<file path="src/rtl/eq_serial_ctrl_pkg.sv">
// Shared types and helpers for the serial equality controller.
// The state encoding is fixed at 2 bits so it is visible on a debug bus.
package eq_ctrl_pkg;

  typedef enum logic [1:0] {
    S_IDLE = 2'd0,
    S_RUN  = 2'd1,
    S_DONE = 2'd2
  } state_e;

  // Width of the bit index and counter. It never drops below 1 bit.
  function automatic int idx_w(input int width);
    return (width > 1) ? $clog2(width) : 1;
  endfunction

endpackage

</file>
<file path="src/rtl/eq_serial_ctrl_if.sv">
// Request/result bundle between a requester and eq_serial_ctrl.
// The requester uses the master modport and the controller uses the slave modport.
interface eq_serial_ctrl_if
  import eq_ctrl_pkg::*;
#(
  parameter int WIDTH = 8,
  parameter int IDX_W = idx_w(WIDTH)
) ();

  logic             start;
  logic [WIDTH-1:0] a;
  logic [WIDTH-1:0] b;
  logic             busy;
  logic             done;
  logic             eq;
  logic [IDX_W-1:0] mismatch_idx;

  modport master (
    output start, a, b,
    input  busy, done, eq, mismatch_idx
  );

  modport slave (
    input  start, a, b,
    output busy, done, eq, mismatch_idx
  );

endinterface

</file>
<file path="src/rtl/eq_serial_ctrl_eq1.sv">
// One-bit equality cell. The controller time-shares it across all operand bits.
module eq1 (
  input  logic i0,
  input  logic i1,
  output logic eq
);

  assign eq = ~(i0 ^ i1);

endmodule

</file>
<file path="src/rtl/eq_serial_ctrl.sv">
// Serial N-bit equality sequencer. It streams operand bits LSB first through a single eq1 cell.
// Define EQ_SERIAL_EARLY_EXIT_EN to finish on the first mismatching bit instead of scanning all bits.
module eq_serial_ctrl
  import eq_ctrl_pkg::*;
#(
  parameter int WIDTH = 8
) (
  input  logic             clk,
  input  logic             rst_n,
  eq_serial_ctrl_if.slave  bus
);

  localparam int               IDX_W    = idx_w(WIDTH);
  localparam logic [IDX_W-1:0] LAST_IDX = IDX_W'(WIDTH - 1);

  state_e           state_q, state_d;
  logic [WIDTH-1:0] sa_q, sa_d;
  logic [WIDTH-1:0] sb_q, sb_d;
  logic [IDX_W-1:0] cnt_q, cnt_d;
  logic [IDX_W-1:0] mm_q, mm_d;
  logic [IDX_W-1:0] idx_q, idx_d;
  logic             acc_q, acc_d;
  logic             found_q, found_d;
  logic             eq_q, eq_d;
  logic             busy_q, busy_d;
  logic             done_q, done_d;

  logic             eq_bit;
  logic             miss_first;
  logic             last_bit;
  logic             finish;

  eq1 u_eq1 (
    .i0 (sa_q[0]),
    .i1 (sb_q[0]),
    .eq (eq_bit)
  );

  assign miss_first = (state_q == S_RUN) && !eq_bit && !found_q;
  assign last_bit   = (cnt_q == LAST_IDX);

`ifdef EQ_SERIAL_EARLY_EXIT_EN
  assign finish = last_bit || miss_first;
`else
  assign finish = last_bit;
`endif

  always_comb begin
    state_d = state_q;
    sa_d    = sa_q;
    sb_d    = sb_q;
    cnt_d   = cnt_q;
    mm_d    = mm_q;
    idx_d   = idx_q;
    acc_d   = acc_q;
    found_d = found_q;
    eq_d    = eq_q;

    case (state_q)
      S_IDLE: begin
        if (bus.start) begin
          sa_d    = bus.a;
          sb_d    = bus.b;
          cnt_d   = '0;
          mm_d    = '0;
          acc_d   = 1'b1;
          found_d = 1'b0;
          state_d = S_RUN;
        end
      end

      S_RUN: begin
        acc_d = acc_q & eq_bit;
        if (miss_first) begin
          mm_d    = cnt_q;
          found_d = 1'b1;
        end
        sa_d = sa_q >> 1;
        sb_d = sb_q >> 1;
        // Hold at the last index so the counter can never wrap.
        if (!last_bit) cnt_d = cnt_q + IDX_W'(1);
        // Publish results from the post-update values so the final bit is included.
        if (finish) begin
          state_d = S_DONE;
          eq_d    = acc_d;
          idx_d   = acc_d ? {IDX_W{1'b0}} : mm_d;
        end
      end

      S_DONE:  state_d = S_IDLE;
      default: state_d = S_IDLE;
    endcase

    busy_d = (state_d != S_IDLE);
    done_d = (state_d == S_DONE);
  end

  always_ff @(posedge clk or negedge rst_n) begin
    if (!rst_n) begin
      state_q <= S_IDLE;
      sa_q    <= '0;
      sb_q    <= '0;
      cnt_q   <= '0;
      mm_q    <= '0;
      idx_q   <= '0;
      acc_q   <= 1'b0;
      found_q <= 1'b0;
      eq_q    <= 1'b0;
      busy_q  <= 1'b0;
      done_q  <= 1'b0;
    end else begin
      state_q <= state_d;
      sa_q    <= sa_d;
      sb_q    <= sb_d;
      cnt_q   <= cnt_d;
      mm_q    <= mm_d;
      idx_q   <= idx_d;
      acc_q   <= acc_d;
      found_q <= found_d;
      eq_q    <= eq_d;
      busy_q  <= busy_d;
      done_q  <= done_d;
    end
  end

  assign bus.busy         = busy_q;
  assign bus.done         = done_q;
  assign bus.eq           = eq_q;
  assign bus.mismatch_idx = idx_q;

endmodule

</file>
<file path="src/flat_wrapper.sv">
// flat-port wrapper written by rule: the top's interface ports become plain ports
module eq_serial_ctrl_flat import eq_ctrl_pkg::*;
#(
  parameter int WIDTH = 8
)
  (clk, rst_n, bus_start, bus_a, bus_b, bus_busy, bus_done, bus_eq, bus_mismatch_idx);
  eq_serial_ctrl_if #(.WIDTH(WIDTH)) bus_i ();
  input  logic clk;
  input  logic rst_n;
  input wire logic [$bits(bus_i.start)-1:0] bus_start;
  input wire logic [$bits(bus_i.a)-1:0] bus_a;
  input wire logic [$bits(bus_i.b)-1:0] bus_b;
  output wire logic [$bits(bus_i.busy)-1:0] bus_busy;
  output wire logic [$bits(bus_i.done)-1:0] bus_done;
  output wire logic [$bits(bus_i.eq)-1:0] bus_eq;
  output wire logic [$bits(bus_i.mismatch_idx)-1:0] bus_mismatch_idx;
  assign bus_i.start = bus_start;
  assign bus_i.a = bus_a;
  assign bus_i.b = bus_b;
  assign bus_busy = bus_i.busy;
  assign bus_done = bus_i.done;
  assign bus_eq = bus_i.eq;
  assign bus_mismatch_idx = bus_i.mismatch_idx;
  eq_serial_ctrl #(.WIDTH(WIDTH)) u_core (.clk(clk), .rst_n(rst_n), .bus(bus_i));
endmodule
</file>
<file path="config.mk">
export PLATFORM = sky130hd
export DESIGN_NAME = eq_serial_ctrl_flat
export DESIGN_NICKNAME = d
export VERILOG_FILES = /design/src/rtl/eq_serial_ctrl_pkg.sv /design/src/rtl/eq_serial_ctrl_if.sv /design/src/rtl/eq_serial_ctrl_eq1.sv /design/src/rtl/eq_serial_ctrl.sv /design/src/flat_wrapper.sv
export SDC_FILE = /design/constraint.sdc
export NUM_CORES = 1
export LEC_CHECK = 0
export ABC_AREA = 0
export CAP_MARGIN = 20
export CORE_MARGIN = 2
export CORE_UTILIZATION = 40
export CTS_BUF_LIST = sky130_fd_sc_hd__clkbuf_4
export DETAILED_ROUTE_END_ITERATION = 10
export MAX_ROUTING_LAYER = met4
export PLACE_DENSITY_LB_ADDON = 0.3
export SLEW_MARGIN = 30
export SYNTH_ARGS = -nofsm -noshare
export SYNTH_HDL_FRONTEND = slang
export SYNTH_SLANG_ARGS = --single-unit
</file>
<file path="constraint.sdc">
create_clock -name clk -period 1.75 [get_ports clk]
set_clock_uncertainty 0.2 [all_clocks]
set_input_delay 0.525 -clock clk [delete_from_list [all_inputs] [get_ports clk]]
set_output_delay 0.525 -clock clk [all_outputs]
set_load 0.02 [all_outputs]
</file>
After elaboration in Yosys (flattened, before gate mapping)
Index checks and enable logic that the tools add are counted.

storage, ports and cells
  register bits = 32
  output and inout port bits = 6

operators by class
  add/subtract/negate cells = 1
  equal/unequal tests = 6
  mux-type cells = 18
  bitwise operators = 3
  reductions and logical operators = 10

operator list
  operator             number
  $pmux 8 s2           2
  $mux 8               2
  $mux 3               4
  $pmux 3 s2           2
  $reduce_and 3->1     2
  $mux 2               2
  $ne 2x2->1 const B   2
  $pmux 1 s2           2
  $pmux 2 s2           1
  $reduce_and 2->1     2
  $reduce_bool 2->1    2
  $add 3x1->3 const B  1
  $eq 3x3->1 const B   1
  $mux 1               3
  $eq 2x1->1 const B   1
  $eq 2x2->1 const B   1
  $logic_and 1x1->1    2
  $logic_not 2->1      1
  $ne 2x1->1 const B   1
  $and 1x1->1          1
  $logic_not 1->1      1
  $not 1->1            1
  $xor 1x1->1          1

Longest topological paths before layout
  word-level depth = 5
  mapped depth = 6
  depth with buffers taken out = 5

Modules after synthesis
Synthesis repeated with hierarchy kept, for this count alone.

second synthesis, totals
  cell total of the unflattened synthesis = 154
  area, all modules = 1629.1 µm²

by module, submodules not included
  module          times used  cells an instance  area each (µm²)  sequential area each (µm²)
  eq_serial_ctrl  1           153                1620.3           800.8
  eq1             1           1                  8.8              0.0

Worst setup path after synthesis
No wires, ideal clock.

  kind = register to register
  from = reg u_core.cnt_q[0]
  to = reg u_core.idx_q[0], in the netlist u_core.bus.mismatch_idx[0]
  data arrival time = 1.290 ns
  required time = 1.463 ns
  slack = 0.173 ns
  stages on the path, launching flop included = 7
  buffers on the path = 1
  clock period less this slack = 1.577 ns
  path through = dfrtp_1 ha_1 ha_1 buf_2 nand3b_4 a21o_2 a22oi_1

on the way
  longest elaborated chain between the ends = 2
  elaborated cells between the ends (all ways) = 4
  classes of those cells = eq/ne: 1; mux: 2; reduce/logical: 1

RTL lines
  what                                                         line                                        text
  start, declared                                              eq_serial_ctrl.sv:19                        logic [IDX_W-1:0] cnt_q, cnt_d;
  start signal, assigned                                       eq_serial_ctrl.sv:115                       cnt_q <= cnt_d;
  $eq 3x3->1 or $mux 3 (tied branches)                         eq_serial_ctrl.sv:40, eq_serial_ctrl.sv:74
  $reduce_and 2->1 (no source line) or $mux 3 (tied branches)  n/a
  end signal, assigned                                         eq_serial_ctrl.sv:117                       idx_q <= idx_d;
  end, declared                                                eq_serial_ctrl.sv:21                        logic [IDX_W-1:0] idx_q, idx_d;

Several ways; a longest one is shown, not always the timed one.
A chain may end at the register's enable or synchronous reset.

Worst setup path after layout
  from = reg u_core.idx_q[2], in the netlist u_core.bus.mismatch_idx[2]
  to = out bus_mismatch_idx[2]

RTL lines
  what           line                text
  end, declared  flat_wrapper.sv:16  output wire logic [$bits(bus_i.mismatch_idx)-1:0] bus_mismatch_idx;

No word-level cell between the ends.

==> flow_summary_export.csv <==
group,metric,value,unit
sta,finalHoldViolations,0,
routing,ant_nets,0,
critical_path,reg2reg_from,"u_core.cnt_q[0]",
logic_synthesis,yosysSeqAreaShare,50.6,%
logic_synthesis,yosys-top-cells-area,"dfrtp_1 51%, a22oi_1 11%, o21ai_0 8.2%, nor2b_1 5.5%, a21oi_1 3.8%",
grt,grt_max_degree,33,
floorplanning,pin_count,25,
sta,setup_viol,0,
placed_design,dpl_cell_area,1960,um^2
sta,max_freq,583,MHz
sta,worst_pin_slew,0.455,ns
critical_path,reg2reg_to,"u_core.cnt_q[0]",
power_and_ir_drop,vdd_drop_max,0.000634,V
clock_network,clockBufferDepth,2,
clock_network,cts_buffers,5,
status,status,"complete, no violations",
sta,fin_ws,0.0340,ns
routing,viasPerCell,5.40,
clock_network,htree_levels,2,
power_and_ir_drop,power.switching,1080,uW
logic_synthesis,syn_avg_cell_area,9.76,um^2
power_and_ir_drop,total_power,2860,uW
critical_path,crit_path_top_delay_cell,"dfrtp_1",
power_and_ir_drop,p_int,1770,uW
clock_network,cts_root_buf,"clkbuf_4",
sta,setup_tns,0,ns
routing,vias,1351,
critical_path,crit_fanout,2,
clock_network,clk_pin_slew,0.09,ns
placed_design,place_ws,-0.206,ns
grt,antenna_found_initial,0,
logic_synthesis,yosysMostFrequentCell,"dfrtp_1",
placed_design,dp.cells,239,
power_and_ir_drop,power_frac_clock,15.3,%
power_and_ir_drop,power.share.sequential,42.5,%
critical_path,reg2reg_slack,0.09,ns
grt,grt_use_total,19.4,%
logic_synthesis,synth-edff-count,0,
routing,wl_per_cell,14.4,um
logic_synthesis,synth_top_area_cell,"dfrtp_1",
routing,drt_first_pass_iters,4,
placed_design,dpl.hpwl,2520,um
grt,grt_pass1_vias,1402,
finish,design_area,2030,um^2
routing,route.detailed.drc,0,
sta,finalCriticalPeriod,1.72,ns
routing,drt_iter0_drc,69,
floorplanning,start_util,42.2,%
critical_path,critical_path_class,"reg2out",
min_path,min_path_type,"reg2reg",
floorplanning,die_x,66.9,um
power_and_ir_drop,switching_share,37.9,%
critical_path,crit_end,"bus_mismatch_idx[2]",
logic_synthesis,ys_warn_count,0,
finish,layout.nets,222,
critical_path,reg2reg_depth,6,
clock_network,cts.sinks,32,
sta,post-route-period-util,98.1,%
placed_design,numPortBuffers,24,
clock_network,clk_latency,0.34,ns
logic_synthesis,ys_types,26,
critical_path,critical_path_arrival,0.99,ns
placed_design,gp_congestion,0.755,
clock_network,hold_buffers,0,
floorplanning,fp.dieH,66.9,um
power_and_ir_drop,p_leak,0.000882,uW
logic_synthesis,yosys_most_used_dff,"dfrtp_1",
power_and_ir_drop,cellPowerDensity,1410,nW/um^2
finish,insertedDiodeCount,0,
logic_synthesis,synth_top_area_share,50.6,%
critical_path,max_stage_delay,0.40,ns
clock_network,cts_tree,"done",
logic_synthesis,syn-num-nets,183,
critical_path,cp_cell_sequence,"clkdlybuf4s15_2",
logic_synthesis,synth.ff_latch_count,32,
floorplanning,coreArea,3740,um^2
finish,fin_cells,250,
finish,drive_gt1_share,19.3,%
critical_path,critPathCaptureType,"output pin",
run,cap_violations,0,
sta,slew_violations,0,
logic_synthesis,synthArstFlopShare,100,%
logic_synthesis,synthCells,162,
floorplanning,fp-row-count,22,
routing,wirelength,3610,um
critical_path,cp_num_cells,1,
logic_synthesis,yosys-top-cells-count,"32 x dfrtp_1, 26 x o21ai_0, 23 x a22oi_1",
critical_path,path_buf_inv,1,
finish,area_growth,28.2,%
critical_path,worstPathRequired,1.02,ns
critical_path,setup.worst_path.start,"u_core.bus.mismatch_idx[2]",
critical_path,cp_top_family,"flip-flops",
grt,grt_pass1_wl,6270,um
power_and_ir_drop,comb_power_share,42.2,%
critical_path,start_kind,"flip-flop",
sta,relSlewSlack,69.7,%
logic_synthesis,syn_area,1580,um^2
floorplanning,die-area,4470,um^2
grt,grt.overflow.total,0,
timing repair:
action,in CTS,in global routing
setup endpoints to repair,6,9
cloned,0,0
gates resized for setup,13,8
setup buffers,0,3
pin swaps,0,0
stage by stage:
step / util, % / hold WS (ns)
5_1_grt: 54.1 / 0.327
4_1_cts: 53.8 / 0.302
3_5_place_dp: 52.3 / 0.280
6_report: 54.1 / 0.299
3_3_place_gp: 52.3 / 0.270
2_1_floorplan: - / 0.0294
sequential cells by signal (all words and copies together), names as in the netlist, 2 cells and up:
register,cells
u_core.sb_q,8
u_core.bus.mismatch_idx,3
u_core.sa_q,8
u_core.cnt_q,3
u_core.mm_q,3
u_core.state_q,2
cell type report:
cell class                      instances  area (um^2)
Clock buffer                            7         52.6
Clock inverter                          1         3.75
Fill cell                             355         1720
Inverter                                5         18.8
Multi-Input combinational cell        113          701
Sequential cell                        32          801
Tap cell                               48         60.1
Timing Repair Buffer                   44          390
cell families after synthesis:
family                     share of synthesized area (%)
xor gates and xnor gates                            1.11
buffers and inverters                               5.22
DFF                                                 50.6
AOI/OAI and AO/OA                                   26.7
adders and majority gates                           1.58
and+or+nand+nor                                     14.8
layout by cell type, fill, tap and decap left out, types with 2 or more instances in the layout:
cell             count
dfrtp_1             32
o21ai_0             24
a22oi_1             23
buf_4               19
clkdlybuf4s50_1     18
nand2_1             16
nor2b_1             14
a21oi_1             12
clkbuf_4             7
inv_1                5
nor2_1               4
o21ai_1              2
a32oi_1              2
and4bb_2             2
ha_1                 2
clkbuf_2             2
clkdlybuf4s15_2      2
worst reg2reg max path: cells and delay by family (launching register included):
kind,cells,cell delay (ns)
adders and majority gates,2,0.45
DFF,1,0.41
AOI/OAI and AO/OA,2,0.20
buffers and inverters,1,0.17
and+or+nand+nor,1,0.17
worst min path at each step:
stage / endpoint / from / cells after the start
after floorplan: u_core.acc_q / rst_n / 0
after global placement: u_core.sa_q[1] / u_core.sa_q[1] / 2
after detailed placement: u_core.bus.eq / u_core.bus.eq / 1
after CTS: u_core.bus.eq / u_core.bus.eq / 1
after global routing: u_core.bus.eq / u_core.bus.eq / 1
final: u_core.bus.eq / u_core.bus.eq / 1
power groups by stage:
stage / combinational [uW] / clock [uW] / sequential [uW]
floorplan: 775 / 0 / 1180
global placement: 1130 / 0 / 1210
detailed placement: 1190 / 0 / 1230
CTS: 1180 / 447 / 1210
global route: 1370 / 475 / 1250
finish: 1210 / 437 / 1220
layer usage:
metal / GRT usage [%] / share of wire, % / vias to the layer above
li1: - / - / 658
met4: 9.44 / 2.0 / 0
met3: 4.05 / 3.8 / 11
met1: 23.0 / 46 / 651
met2: 31.3 / 48 / 31
met5: - / 0 / -
Note: power is estimated with default switching activity, not from simulation.
